--- src/rtl/mac_dot_engine.sv ---
`default_nettype none
// ============================================================================
//  Module      : mac_dot_engine
//  Description : Two-stage multiply-accumulate dot-product engine. Stage 1
//                registers a full-width product; stage 2 adds it into a
//                saturating or wrapping accumulator and emits one result per
//                frame through a valid/ready output register.
//  Revision    : 1.0 - initial release
// ============================================================================
module mac_dot_engine #(
   parameter int A_WIDTH   = 8,
   parameter int B_WIDTH   = 8,
   parameter int ACC_WIDTH = 24,
   parameter int SATURATE  = 1
) (
   input  logic                 clk,
   input  logic                 reset,
   input  logic                 in_valid,
   output logic                 in_ready,
   input  logic [A_WIDTH-1:0]   a,
   input  logic [B_WIDTH-1:0]   b,
   input  logic                 in_last,
   input  logic                 signed_mode,
   output logic                 out_valid,
   input  logic                 out_ready,
   output logic [ACC_WIDTH-1:0] out_acc,
   output logic                 out_overflow
);

   localparam int c_PROD_W = A_WIDTH + B_WIDTH;
   localparam logic [ACC_WIDTH-1:0] c_SMAX = {1'b0, {(ACC_WIDTH-1){1'b1}}};
   localparam logic [ACC_WIDTH-1:0] c_SMIN = {1'b1, {(ACC_WIDTH-1){1'b0}}};
   localparam logic [ACC_WIDTH-1:0] c_UMAX = {ACC_WIDTH{1'b1}};

   // State tracks the input side of a frame: IDLE means the next accepted
   // term opens a frame, ACCUM means a frame is open, HOLD means the output
   // was stalled; r_hold_open remembers whether a frame was open on entry.
   typedef enum logic [1:0] {
      ST_IDLE  = 2'd0,
      ST_ACCUM = 2'd1,
      ST_HOLD  = 2'd2
   } state_t;

   state_t r_state;
   state_t w_state_next;
   logic   r_hold_open;
   logic   w_hold_open_next;
   logic   w_frame_open;
   logic   w_stall;
   logic   w_accept;
   logic   w_mode;
   logic   r_mode;

   logic [c_PROD_W-1:0]  w_prod_u;
   logic [c_PROD_W-1:0]  w_prod_s;
   logic [c_PROD_W-1:0]  w_prod;

   logic                 r_s1_valid;
   logic                 r_s1_last;
   logic                 r_s1_mode;
   logic [c_PROD_W-1:0]  r_s1_prod;

   logic [ACC_WIDTH-1:0] r_acc;
   logic                 r_ovf;
   logic [ACC_WIDTH-1:0] w_ext;
   logic [ACC_WIDTH:0]   w_sum;
   logic                 w_add_ovf;
   logic [ACC_WIDTH-1:0] w_acc_next;

   // A pending, unaccepted result freezes every stage.
   assign w_stall  = out_valid & ~out_ready;
   assign in_ready = ~w_stall;
   assign w_accept = in_valid & in_ready;

   // State register.
   always_ff @(posedge clk or posedge reset) begin
      if (reset) begin
         r_state     <= ST_IDLE;
         r_hold_open <= 1'b0;
      end else begin
         r_state     <= w_state_next;
         r_hold_open <= w_hold_open_next;
      end
   end

   // Next-state logic and frame-mode selection for the incoming term.
   always_comb begin
      w_frame_open     = (r_state == ST_ACCUM) | ((r_state == ST_HOLD) & r_hold_open);
      w_state_next     = w_frame_open ? ST_ACCUM : ST_IDLE;
      w_hold_open_next = r_hold_open;
      if (w_stall) begin
         w_state_next     = ST_HOLD;
         w_hold_open_next = w_frame_open;
      end else if (w_accept) begin
         w_state_next = in_last ? ST_IDLE : ST_ACCUM;
      end
      // The first term of a frame decides the mode for the whole frame.
      w_mode = w_frame_open ? r_mode : signed_mode;
   end

   // Latch the frame mode on every accepted term (stable within a frame).
   always_ff @(posedge clk or posedge reset) begin
      if (reset) begin
         r_mode <= 1'b0;
      end else if (w_accept) begin
         r_mode <= w_mode;
      end
   end

   // Both products are formed at full width; operands are pre-extended so
   // the low c_PROD_W bits are exact for either interpretation.
   assign w_prod_u = {{B_WIDTH{1'b0}}, a} * {{A_WIDTH{1'b0}}, b};
   assign w_prod_s = $signed({{B_WIDTH{a[A_WIDTH-1]}}, a}) *
                     $signed({{A_WIDTH{b[B_WIDTH-1]}}, b});
   assign w_prod   = w_mode ? w_prod_s : w_prod_u;

   // Stage 1: register the product with its valid, last and mode bits.
   always_ff @(posedge clk or posedge reset) begin
      if (reset) begin
         r_s1_valid <= 1'b0;
         r_s1_last  <= 1'b0;
         r_s1_mode  <= 1'b0;
         r_s1_prod  <= '0;
      end else if (!w_stall) begin
         r_s1_valid <= w_accept;
         if (w_accept) begin
            r_s1_prod <= w_prod;
            r_s1_last <= in_last;
            r_s1_mode <= w_mode;
         end
      end
   end

   generate
      if (ACC_WIDTH > c_PROD_W) begin : g_ext_wide
         assign w_ext = {{(ACC_WIDTH-c_PROD_W){r_s1_mode & r_s1_prod[c_PROD_W-1]}}, r_s1_prod};
      end else begin : g_ext_exact
         assign w_ext = r_s1_prod;
      end
   endgenerate

   // One extra sum bit exposes overflow: carry-out when unsigned, sign
   // disagreement of the two top bits when signed.
   always_comb begin
      if (r_s1_mode) begin
         w_sum     = {r_acc[ACC_WIDTH-1], r_acc} + {w_ext[ACC_WIDTH-1], w_ext};
         w_add_ovf = w_sum[ACC_WIDTH] ^ w_sum[ACC_WIDTH-1];
      end else begin
         w_sum     = {1'b0, r_acc} + {1'b0, w_ext};
         w_add_ovf = w_sum[ACC_WIDTH];
      end
      w_acc_next = w_sum[ACC_WIDTH-1:0];
      if (w_add_ovf && (SATURATE != 0)) begin
         if (r_s1_mode) begin
            w_acc_next = w_sum[ACC_WIDTH] ? c_SMIN : c_SMAX;
         end else begin
            w_acc_next = c_UMAX;
         end
      end
   end

   // Stage 2: accumulate, and on the last term hand the result to the
   // output register while restarting the accumulator at zero.
   always_ff @(posedge clk or posedge reset) begin
      if (reset) begin
         r_acc        <= '0;
         r_ovf        <= 1'b0;
         out_valid    <= 1'b0;
         out_acc      <= '0;
         out_overflow <= 1'b0;
      end else if (!w_stall) begin
         out_valid <= r_s1_valid & r_s1_last;
         if (r_s1_valid) begin
            if (r_s1_last) begin
               out_acc      <= w_acc_next;
               out_overflow <= r_ovf | w_add_ovf;
               r_acc        <= '0;
               r_ovf        <= 1'b0;
            end else begin
               r_acc <= w_acc_next;
               r_ovf <= r_ovf | w_add_ovf;
            end
         end
      end
   end

endmodule
`default_nettype wire

--- config.mk ---
export PLATFORM = sky130hd
export DESIGN_NAME = mac_dot_engine
export DESIGN_NICKNAME = d
export VERILOG_FILES = /design/src/rtl/mac_dot_engine.sv
export SDC_FILE = /design/constraint.sdc
export NUM_CORES = 1
export LEC_CHECK = 0
export BUFFER_PORTS_ARGS = -buffer_cell sky130_fd_sc_hd__buf_2
export CAP_MARGIN = 20
export CORE_ASPECT_RATIO = 0.6
export CORE_MARGIN = 2
export CORE_UTILIZATION = 32
export DETAILED_ROUTE_END_ITERATION = 10
export GPL_TIMING_DRIVEN = 0
export PLACE_DENSITY_LB_ADDON = 0.2
export SLEW_MARGIN = 0
export SYNTH_ARGS = -nofsm -noshare
export SYNTH_HDL_FRONTEND = slang
export SYNTH_SLANG_ARGS = --single-unit
--- constraint.sdc ---
create_clock -name clk -period 4.2 [get_ports clk]
set_clock_uncertainty 0.15 [all_clocks]
set_input_delay 0.84 -clock clk [delete_from_list [all_inputs] [get_ports clk]]
set_output_delay 0.84 -clock clk [all_outputs]
set_load 0.05 [all_outputs]
==> impl_metrics.env, run 1 <==
export IMPL_num_rows=45
export IMPL_worstPathMaxFanout=8
export IMPL_final_cell_mix="inv_1, nand2_1, fa_1"
export IMPL_globalplace_congestion=0.831
export IMPL_critPathRequiredTime_ns=4.27
export IMPL_fin_crit_sh_pct=111
export IMPL_cp_start_kind="input port"
export IMPL_worstPathArrival_ns=4.74
export IMPL_avgSynthCellArea_sq_um=8.76
export IMPL_core_sq_um=25300
export IMPL_detail_route_vias_per_cell=4.91
export IMPL_dieArea_sq_um=27200
export IMPL_failed_checks="negative setup slack"
export IMPL_layout_drive_gt1_share_pct=20.2
export IMPL_yosys_top_cells_area="dfrtp_1, fa_1, ha_1, inv_1, nand2_1"
export IMPL_antenna_cells=0
export IMPL_dp_cells=1317
export IMPL_cts_tree="yes"
export IMPL_hp_class="reg2reg"
export IMPL_synthArstFlopShare_pct=100
export IMPL_drv_cap=0
export IMPL_cts_buffers=9
export IMPL_drc=0
export IMPL_peakVddDrop_v=0.000350
export IMPL_syn_area_sq_um=8280
export IMPL_path_cells="clkbuf_16 -> nand2_4 -> inv_2 -> fa_1 -> inv_1 -> fa_1 -> inv_2 -> fa_1 -> inv_2 -> fa_1 -> inv_2 -> ha_4 -> or2_4 -> nand2_2 -> a21oi_4 -> o41ai_4 -> buf_4 -> xor2_2 -> nor2_1 -> a21oi_1 -> o21ai_1"
export IMPL_fin_cells=1356
export IMPL_clk_latency_ns=0.35
export IMPL_min_period_ns=4.68
export IMPL_synth_seq_cells=73
export IMPL_critPathMaxStageDelay_ns=0.52
export IMPL_maxSlewViolCount=0
export IMPL_endpoint_kind="flip-flop"
export IMPL_relSlewSlack_pct=50.4
export IMPL_totalWireLength_microns=22600
export IMPL_initial_core_util_pct=32.7
export IMPL_utilization_pct=40.1
export IMPL_overflow=0
export IMPL_fin_total_pwr_mw=7.33
export IMPL_holdWs_ns=0.323
export IMPL_firstDrtPassIters=5
export IMPL_synth_fp_nets=1135
export IMPL_first_global_vias=6825
export IMPL_vias=6659
export IMPL_p_leak_nw=4.93
export IMPL_cp_slowest_cell="fa_1"
export IMPL_dp_hpwl_microns=18400
export IMPL_cts_root_buffer="clkbuf_16"
export IMPL_hold_violations=0
export IMPL_setup_violations=8
export IMPL_worst_slew_pin_slew_ns=0.724
export IMPL_synth_top_area_share_pct=22.1
export IMPL_rsz0062_at_grt="true"
export IMPL_ys_flop_type="dfrtp_1"
export IMPL_clock_path_buffers=2
export IMPL_ctsHoldBuffers=0
export IMPL_htreeDepth=3
export IMPL_critPathKind="in2reg"
export IMPL_numPortBuffers=42
export IMPL_max_freq_mhz=214
export IMPL_setup_tns_ns=-2.62
export IMPL_clk_pin_slew_ns=0.06
export IMPL_grt_pass1_wl_microns=37300
export IMPL_grt_max_degree=46
export IMPL_die_y_microns=129
export IMPL_synthToLayoutAreaGrowth_pct=22.8
export IMPL_seq_area_frac_synth_pct=22.1
export IMPL_status="finished, violations left"
export IMPL_finalWorstSetupSlack_ns=-0.477
export IMPL_yosysWarnings=0
export IMPL_yosys_area_top_type="dfrtp_1"
export IMPL_antenna_left=0
export IMPL_synthCells=945
export IMPL_drt_iter0_drc=489
export IMPL_final_common_cell="inv_1"
export IMPL_p_per_area_nw_per_um2=722
export IMPL_wl_per_cell_microns=16.7
export IMPL_final_nets=1212
export IMPL_die_width_microns=212
export IMPL_synth_cell_types=58
export IMPL_grt_usage_pct=17.8
export IMPL_synth_edf_count=0
export IMPL_antenna_found_initial=0
export IMPL_io_pins=49
export IMPL_cts_sinks=73
## per-stage QoR
step	setup slack, ns	instance area, sq um
5_1_grt	-0.652	10200
2_1_floorplan	-0.658	8500
3_5_place_dp	-1.30	9160
3_3_place_gp	-1.29	9130
4_1_cts	-0.453	9950
6_report	-0.477	10200
## sequential cells by signal (all words and copies together) (netlist names)
name and count:
out_acc 24, r_acc 24, r_s1_prod 16, r_state 2
out_overflow 1, out_valid 1, r_hold_open 1, r_mode 1
r_ovf 1, r_s1_last 1, r_s1_valid 1
## kinds of logic after synthesis
kind of cell / Yosys count / share of synthesized area (%)
flops: 73 / 22.1
fa+ha+maj: 168 / 33.2
simple gates: 266 / 15.2
mux: 9 / 1.13
xor+xnor: 43 / 4.55
buf+inv: 185 / 8.75
compound gates: 201 / 15.1
## Yosys cell counts, types with 4 or more instances
| cell type | count |
|---|---|
| inv_1 | 159 |
| nand2_1 | 112 |
| fa_1 | 86 |
| ha_1 | 82 |
| dfrtp_1 | 73 |
| o21ai_0 | 58 |
| a21oi_1 | 56 |
| and2_1 | 39 |
| nor2_1 | 39 |
| xnor2_1 | 33 |
| o21ai_1 | 23 |
| nor3_1 | 20 |
| clkbuf_1 | 16 |
| nand2b_1 | 15 |
| nand3_1 | 13 |
| a21o_1 | 10 |
| xor2_1 | 10 |
| a211oi_1 | 6 |
| buf_2 | 6 |
| mux2i_1 | 6 |
| nor2b_1 | 6 |
| or3_1 | 6 |
| a22o_1 | 5 |
| and3_1 | 5 |
| o41ai_1 | 4 |
## layout make-up
| cell class | instances | area, sq um |
|---|---|---|
| Buffer | 25 | 240 |
| Clock buffer | 12 | 246 |
| Clock inverter | 4 | 76.3 |
| Fill cell | 2582 | 15200 |
| Inverter | 160 | 616 |
| Multi-Input combinational cell | 687 | 6260 |
| Sequential cell | 73 | 1830 |
| Tap cell | 329 | 412 |
| Timing Repair Buffer | 66 | 482 |
## critical path, delay by kind of cell
| kind | cells | cell delay [ns] |
|---|---|---|
| AOI/OAI and AO/OA | 4 | 0.54 |
| xor gates and xnor gates | 1 | 0.11 |
| and+or+nand+nor | 4 | 0.48 |
| adders and majority gates | 5 | 2.21 |
| buffers and inverters | 7 | 0.56 |
## where the power goes
| group | internal (mW) | leakage (nW) | switching, mW |
|---|---|---|---|
| registers | 0.983 | 0.942 | 0.176 |
| logic | 2.24 | 3.83 | 3.09 |
| clock network | 0.538 | 0.153 | 0.311 |
## layer usage
metal / track usage [%] / vias up / part of all wire (%)
li1: - / 3255 / -
met1: 29.1 / 3271 / 57
met2: 23.7 / 122 / 37
met3: 3.78 / 11 / 5.2
met4: 2.32 / 0 / 0.49
met5: 0 / - / 0
## worst paths after layout
kind,cells after the start,slack (ns),start,to
max,21,-0.48,a[3],r_s1_prod[12]$_DFFE_PP0P_
min,2,0.32,out_acc[4]$_DFFE_PP0P_,out_acc[4]$_DFFE_PP0P_
max reg2reg,11,0.26,r_mode$_DFFE_PP0P_,r_acc[7]$_DFFE_PP0P_
min reg2reg,2,0.32,out_acc[4]$_DFFE_PP0P_,out_acc[4]$_DFFE_PP0P_
max in group asynchronous,3,2.99,reset,r_hold_open$_DFFE_PP0P_
min in group asynchronous,2,0.35,reset,out_acc[2]$_DFFE_PP0P_
## timing repair
item,in CTS,in global routing
resized for setup,81,36
setup buffers,15,8
setup endpoints to repair,9,9
pin swaps,56,16
(Power assumes the default switching activity.)
==> run 2: changes to the inputs <==
Clock period 4.2 ns to 4.4 ns, I/O delays scaled along.
==> impl_metrics.env, run 2 (synthesis gave the netlist of run 1 again) <==
export IMPL_status="finished, violations left"
export IMPL_failed_checks="negative setup slack"
export IMPL_synthToLayoutAreaGrowth_pct=19.4
export IMPL_overflow=0
export IMPL_r2r_slack_ns=0.60
export IMPL_num_rows=45
export IMPL_dieArea_sq_um=27200
export IMPL_setup_tns_ns=-1.33
export IMPL_swShare_pct=49.1
export IMPL_p_comb_share_pct=71.4
export IMPL_cts_tree="yes"
export IMPL_critPathKind="in2reg"
export IMPL_final_cell_mix="inv_1, nand2_1, fa_1"
export IMPL_critPathRequiredTime_ns=4.46
export IMPL_crit_buf_inv=6
export IMPL_hold_violations=0
export IMPL_final_common_cell="inv_1"
export IMPL_p_seq_share_pct=16.6
export IMPL_drv_cap=0
export IMPL_cp_slowest_cell="fa_1"
export IMPL_top_regs="out_acc: 24 flops, r_acc: 24 flops, r_s1_prod: 16 flops"
export IMPL_antenna_left=0
export IMPL_first_global_vias=6787
export IMPL_internal_power_mw=3.40
export IMPL_dp_hpwl_microns=18200
export IMPL_grt_pass1_wl_microns=37200
export IMPL_globalplace_congestion=0.842
export IMPL_worstPathArrival_ns=4.80
export IMPL_endpoint_kind="flip-flop"
export IMPL_regArea_sq_um=1830
export IMPL_critPathMaxStageDelay_ns=0.52
export IMPL_p_clk_share_pct=12.0
export IMPL_p_per_area_nw_per_um2=675
export IMPL_die_width_microns=212
export IMPL_cp_top_family="adder cells"
export IMPL_fin_total_pwr_mw=6.67
export IMPL_n_fill_cell=2599
export IMPL_die_y_microns=129
export IMPL_detail_route_vias_per_cell=4.92
export IMPL_wl_per_cell_microns=16.4
export IMPL_antenna_found_initial=0
export IMPL_vias=6614
export IMPL_drc=0
export IMPL_cp_common_cell="fa_1"
export IMPL_numPortBuffers=42
export IMPL_cts_sinks=73
export IMPL_rsz0062_at_grt="true"
export IMPL_cp_start_kind="input port"
export IMPL_cts_buffers=9
export IMPL_peakVddDrop_v=0.000273
export IMPL_finalWorstSetupSlack_ns=-0.343
export IMPL_p_leak_nw=4.82
export IMPL_drt_iter0_drc=459
export IMPL_setup_violations=7
export IMPL_grt_usage_pct=17.6
export IMPL_max_freq_mhz=211
export IMPL_htreeDepth=3
export IMPL_ctsHoldBuffers=0
export IMPL_cts_root_buffer="clkbuf_16"
export IMPL_antenna_cells=0
export IMPL_layout_drive_gt1_share_pct=17.4
export IMPL_firstDrtPassIters=4
export IMPL_initial_core_util_pct=32.7
export IMPL_fin_crit_sh_pct=108
export IMPL_clock_path_buffers=2
export IMPL_relSlewSlack_pct=52.3
export IMPL_min_period_ns=4.74
export IMPL_worst_slew_pin_slew_ns=0.715
export IMPL_totalWireLength_microns=22000
export IMPL_worstPathMaxFanout=8
export IMPL_maxSlewViolCount=0
export IMPL_core_sq_um=25300
export IMPL_io_pins=49
export IMPL_p_sw_mw=3.28
export IMPL_hp_class="reg2reg"
export IMPL_clk_pin_slew_ns=0.06
export IMPL_clk_latency_ns=0.34
export IMPL_grt_max_degree=39
export IMPL_path_cells="clkbuf_16 -> nand2_4 -> inv_2 -> fa_1 -> inv_1 -> fa_1 -> inv_1 -> fa_1 -> inv_1 -> fa_1 -> inv_2 -> ha_4 -> or2_4 -> nand2_4 -> a21oi_4 -> o41ai_4 -> o21ai_1 -> xor2_1 -> mux2i_1 -> o21ai_1"
export IMPL_multiInputGateArea_sq_um=6130
export IMPL_final_nets=1201
## run 2: power by group through the flow
stage	logic, mW	clock network, mW	registers (mW)
after global placement	4.24	0	1.11
after floorplan	3.02	0	1.40
after CTS	4.67	0.819	1.11
final	4.77	0.801	1.11
after detailed placement	4.28	0	1.11
after global routing	5.33	0.854	1.14
## run 2: layout make-up
type | instances | area share (%)
plain buffers | 25 | 2.09
clock buffers | 12 | 2.49
clock inverters | 4 | 0.772
inverters | 160 | 6.23
multi-input cells | 687 | 62.1
flip-flops and latches | 73 | 18.5
well taps | 329 | 4.17
repair buffers | 55 | 3.67
## run 2: per-stage QoR
stage | cells | hold WS [ns] | instance area [sq um] | util, % | worst slack, ns
after floorplan | 945 | 0.304 | 8500 | - | -0.498
after global placement | 1316 | 0.311 | 9130 | 36.0 | -1.10
after detailed placement | 1317 | 0.319 | 9150 | 36.1 | -1.09
after CTS | 1343 | 0.331 | 9820 | 38.8 | -0.341
after global routing | 1345 | 0.349 | 9880 | 39.0 | -0.470
final | 1345 | 0.323 | 9880 | 39.0 | -0.343
## run 2: worst paths after layout
| path | from | end | cells after the start |
|---|---|---|---|
| max | a[3] | r_s1_prod[14]$_DFFE_PP0P_ | 20 |
| max in group asynchronous | reset | r_acc[15]$_DFFE_PP0P_ | 3 |
| min reg2reg | out_acc[4]$_DFFE_PP0P_ | out_acc[4]$_DFFE_PP0P_ | 2 |
| min in group asynchronous | reset | out_acc[1]$_DFFE_PP0P_ | 2 |
| min | out_acc[4]$_DFFE_PP0P_ | out_acc[4]$_DFFE_PP0P_ | 2 |
| max reg2reg | r_mode$_DFFE_PP0P_ | r_acc[7]$_DFFE_PP0P_ | 11 |
## run 2: worst reg2reg max path: stages (launching register included)
cell	delay, ns
dfrtp_1	0.50
and2_1	0.43
ha_1	0.37
a21oi_1	0.15
o21ai_0	0.13
o41ai_1	0.39
o21ai_2	0.19
o31ai_4	0.37
o21ai_2	0.25
buf_2	0.28
a21oi_1	0.34
o21ai_0	0.12
## run 2: timing repair
item	4_1_cts	5_1_grt
resized for setup	63	16
buffers inserted	10	2
pin swaps	42	16
endpoints found under the setup margin	8	9
## run 2: per-layer routing
metal  track usage [%]  vias up  share of wire, %
met1              29.0     3279                58
met4              1.78        0              0.42
met2              23.5       89                37
met3              3.56        7               4.2
li1                  -     3239                 -
met5                 0        -                 0
==> run 3: changes to the inputs <==
Settings changed: CELL_PAD_IN_SITES_DETAIL_PLACEMENT set to 1, CELL_PAD_IN_SITES_GLOBAL_PLACEMENT set to 1.
==> impl_metrics.env, run 3 (synthesis gave the netlist of run 1 again) <==
export IMPL_status="finished, violations left"
export IMPL_failed_checks="negative setup slack"
export IMPL_cp_start_kind="input port"
export IMPL_crit_buf_inv=6
export IMPL_p_comb_share_pct=71.8
export IMPL_grt_max_degree=46
export IMPL_met3_usage_pct=3.25
export IMPL_antenna_cells=0
export IMPL_io_pins=49
export IMPL_cts_tree="yes"
export IMPL_p_per_area_nw_per_um2=699
export IMPL_reg2reg_depth=11
export IMPL_drc=0
export IMPL_totalWireLength_microns=23600
export IMPL_drv_cap=0
export IMPL_worstPathArrival_ns=4.83
export IMPL_n_fill_cell=2940
export IMPL_firstDrtPassIters=4
export IMPL_drt_iter0_drc=362
export IMPL_worst_slew_pin_slew_ns=0.769
export IMPL_cp_common_cell="inv_2"
export IMPL_endpoint="r_s1_prod[14]$_DFFE_PP0P_"
export IMPL_clock_path_buffers=2
export IMPL_wl_per_cell_microns=17.5
export IMPL_dieArea_sq_um=27200
export IMPL_r2r_end="r_acc[7]$_DFFE_PP0P_"
export IMPL_die_width_microns=212
export IMPL_rsz0062_at_grt="true"
export IMPL_cts_root_buffer="clkbuf_16"
export IMPL_hold_violations=0
export IMPL_final_common_cell="inv_1"
export IMPL_critPathRequiredTime_ns=4.47
export IMPL_multiInputGateArea_sq_um=6250
export IMPL_numPortBuffers=42
export IMPL_finalWorstSetupSlack_ns=-0.355
export IMPL_dp_hpwl_microns=19700
export IMPL_relSlewSlack_pct=48.7
export IMPL_p_leak_nw=4.90
export IMPL_p_sw_mw=3.45
export IMPL_p_clk_share_pct=12.5
export IMPL_clk_latency_ns=0.35
export IMPL_cp_depth=20
export IMPL_p_seq_share_pct=15.7
export IMPL_grt_use_met2_pct=25.7
export IMPL_globalplace_congestion=0.852
export IMPL_critPathKind="in2reg"
export IMPL_stdcell_area_sq_um=10100
export IMPL_antenna_found_initial=0
export IMPL_hp_class="reg2reg"
export IMPL_vias=6725
export IMPL_fin_crit_sh_pct=108
export IMPL_cp_startpoint="a[3]"
export IMPL_swShare_pct=48.7
export IMPL_critPathMaxStageDelay_ns=0.55
export IMPL_initial_core_util_pct=32.7
export IMPL_cts_buffers=9
export IMPL_top_regs="out_acc: 24 flops, r_acc: 24 flops, r_s1_prod: 16 flops"
export IMPL_final_nets=1207
export IMPL_layout_drive_gt1_share_pct=20.8
export IMPL_num_rows=45
export IMPL_internal_power_mw=3.64
export IMPL_htreeDepth=3
export IMPL_endpoint_kind="flip-flop"
export IMPL_maxSlewViolCount=0
export IMPL_place_ws_ns=-1.12
export IMPL_fin_total_pwr_mw=7.09
export IMPL_post_dp_cell_area_sq_um=9160
export IMPL_min_period_ns=4.75
export IMPL_cp_slowest_cell="fa_1"
export IMPL_fin_cells=1351
export IMPL_final_cell_mix="inv_1, nand2_1, fa_1"
export IMPL_r2r_slack_ns=0.63
export IMPL_gr_usage_met1_pct=30.5
export IMPL_dp_cells=1317
export IMPL_overflow=0
export IMPL_detail_route_vias_per_cell=4.98
export IMPL_max_freq_mhz=210
export IMPL_regArea_sq_um=1830
export IMPL_grt_usage_pct=18.7
export IMPL_antenna_left=0
export IMPL_setup_violations=7
export IMPL_worstPathMaxFanout=8
export IMPL_cp_top_family="adder cells"
export IMPL_cts_sinks=73
export IMPL_core_sq_um=25300
export IMPL_synthToLayoutAreaGrowth_pct=22.4
export IMPL_die_y_microns=129
export IMPL_r2r_start="r_s1_prod[0]$_DFFE_PP0P_"
export IMPL_grt_pass1_wl_microns=39400
export IMPL_top_usage_layer="met1"
export IMPL_peakVddDrop_v=0.000242
export IMPL_path_cells="clkbuf_16 -> nand2_4 -> inv_2 -> fa_1 -> inv_2 -> fa_1 -> inv_2 -> fa_1 -> inv_2 -> fa_1 -> inv_2 -> ha_4 -> or2_4 -> nand2_4 -> a21oi_4 -> o41ai_4 -> o21ai_1 -> xor2_1 -> mux2i_1 -> o21ai_1"
export IMPL_first_global_vias=7092
export IMPL_clk_pin_slew_ns=0.06
[run 3: changes by cell type in the layout (fill, tap and decap cells not counted), sizes merged]
| cell | delta |
|---|---|
| clkinvlp | -1 |
| buf | +5 |
| clkbuf | +1 |
| bufinv | +1 |
[run 3: power groups by stage]
stage | logic, mW | registers, mW | clock network (mW)
detailed placement | 4.36 | 1.12 | 0
finish | 5.09 | 1.11 | 0.888
CTS | 4.78 | 1.11 | 0.910
global route | 5.69 | 1.15 | 0.932
global placement | 4.30 | 1.12 | 0
floorplan | 3.02 | 1.40 | 0
[run 3: worst min path at each step]
stage                     cells past startpoint  slack [ns]                      to              startpoint
after floorplan                               2        0.30   r_acc[10]$_DFFE_PP0P_   r_acc[10]$_DFFE_PP0P_
after detailed placement                      2        0.32  out_acc[5]$_DFFE_PP0P_  out_acc[5]$_DFFE_PP0P_
after global placement                        2        0.31  out_acc[4]$_DFFE_PP0P_  out_acc[4]$_DFFE_PP0P_
final                                         2        0.32  out_acc[5]$_DFFE_PP0P_  out_acc[5]$_DFFE_PP0P_
after global routing                          2        0.35  out_acc[4]$_DFFE_PP0P_  out_acc[4]$_DFFE_PP0P_
after CTS                                     2        0.33  out_acc[5]$_DFFE_PP0P_  out_acc[5]$_DFFE_PP0P_
[run 3: routing by layer]
layer | routed length, microns | share of wire, %
met4 | 119 | 0.50
met2 | 9050 | 38
met5 | 0 | 0
met1 | 13500 | 57
met3 | 906 | 3.8
[run 3: timing repair]
action	in CTS	in global routing
gates resized for setup	63	65
pin swaps	33	49
gates cloned	0	0
endpoints found under the setup margin	8	10
hold buffers	0	0
endpoints found under the hold margin	0	0
buffers inserted	7	11
[run 3: worst register-to-register path, delay by kind of cell (launching register included)]
| family | cells | cell delay, ns |
|---|---|---|
| AOI/OAI and AO/OA | 8 | 2.13 |
| adders and majority gates | 2 | 0.70 |
| DFF | 1 | 0.40 |
| buffers and inverters | 1 | 0.28 |
[run 3: per-stage QoR]
stage | hold slack, ns | TNS, ns | utilization (%)
after global placement | 0.311 | -6.77 | 36.0
after global routing | 0.348 | -2.29 | 40.0
after CTS | 0.330 | -1.52 | 38.8
after floorplan | 0.304 | -2.46 | -
final | 0.323 | -1.31 | 40.0
after detailed placement | 0.317 | -7.04 | 36.1
[run 3: area by class of cell]
cell class / instances / area share [%]
buffer: 25 / 2.04
clock buffer: 12 / 2.53
clock inverter: 4 / 0.975
inverter: 160 / 6.07
multi-input combinational: 687 / 61.7
sequential: 73 / 18.0
tap: 329 / 4.06
timing repair buffer: 61 / 4.59
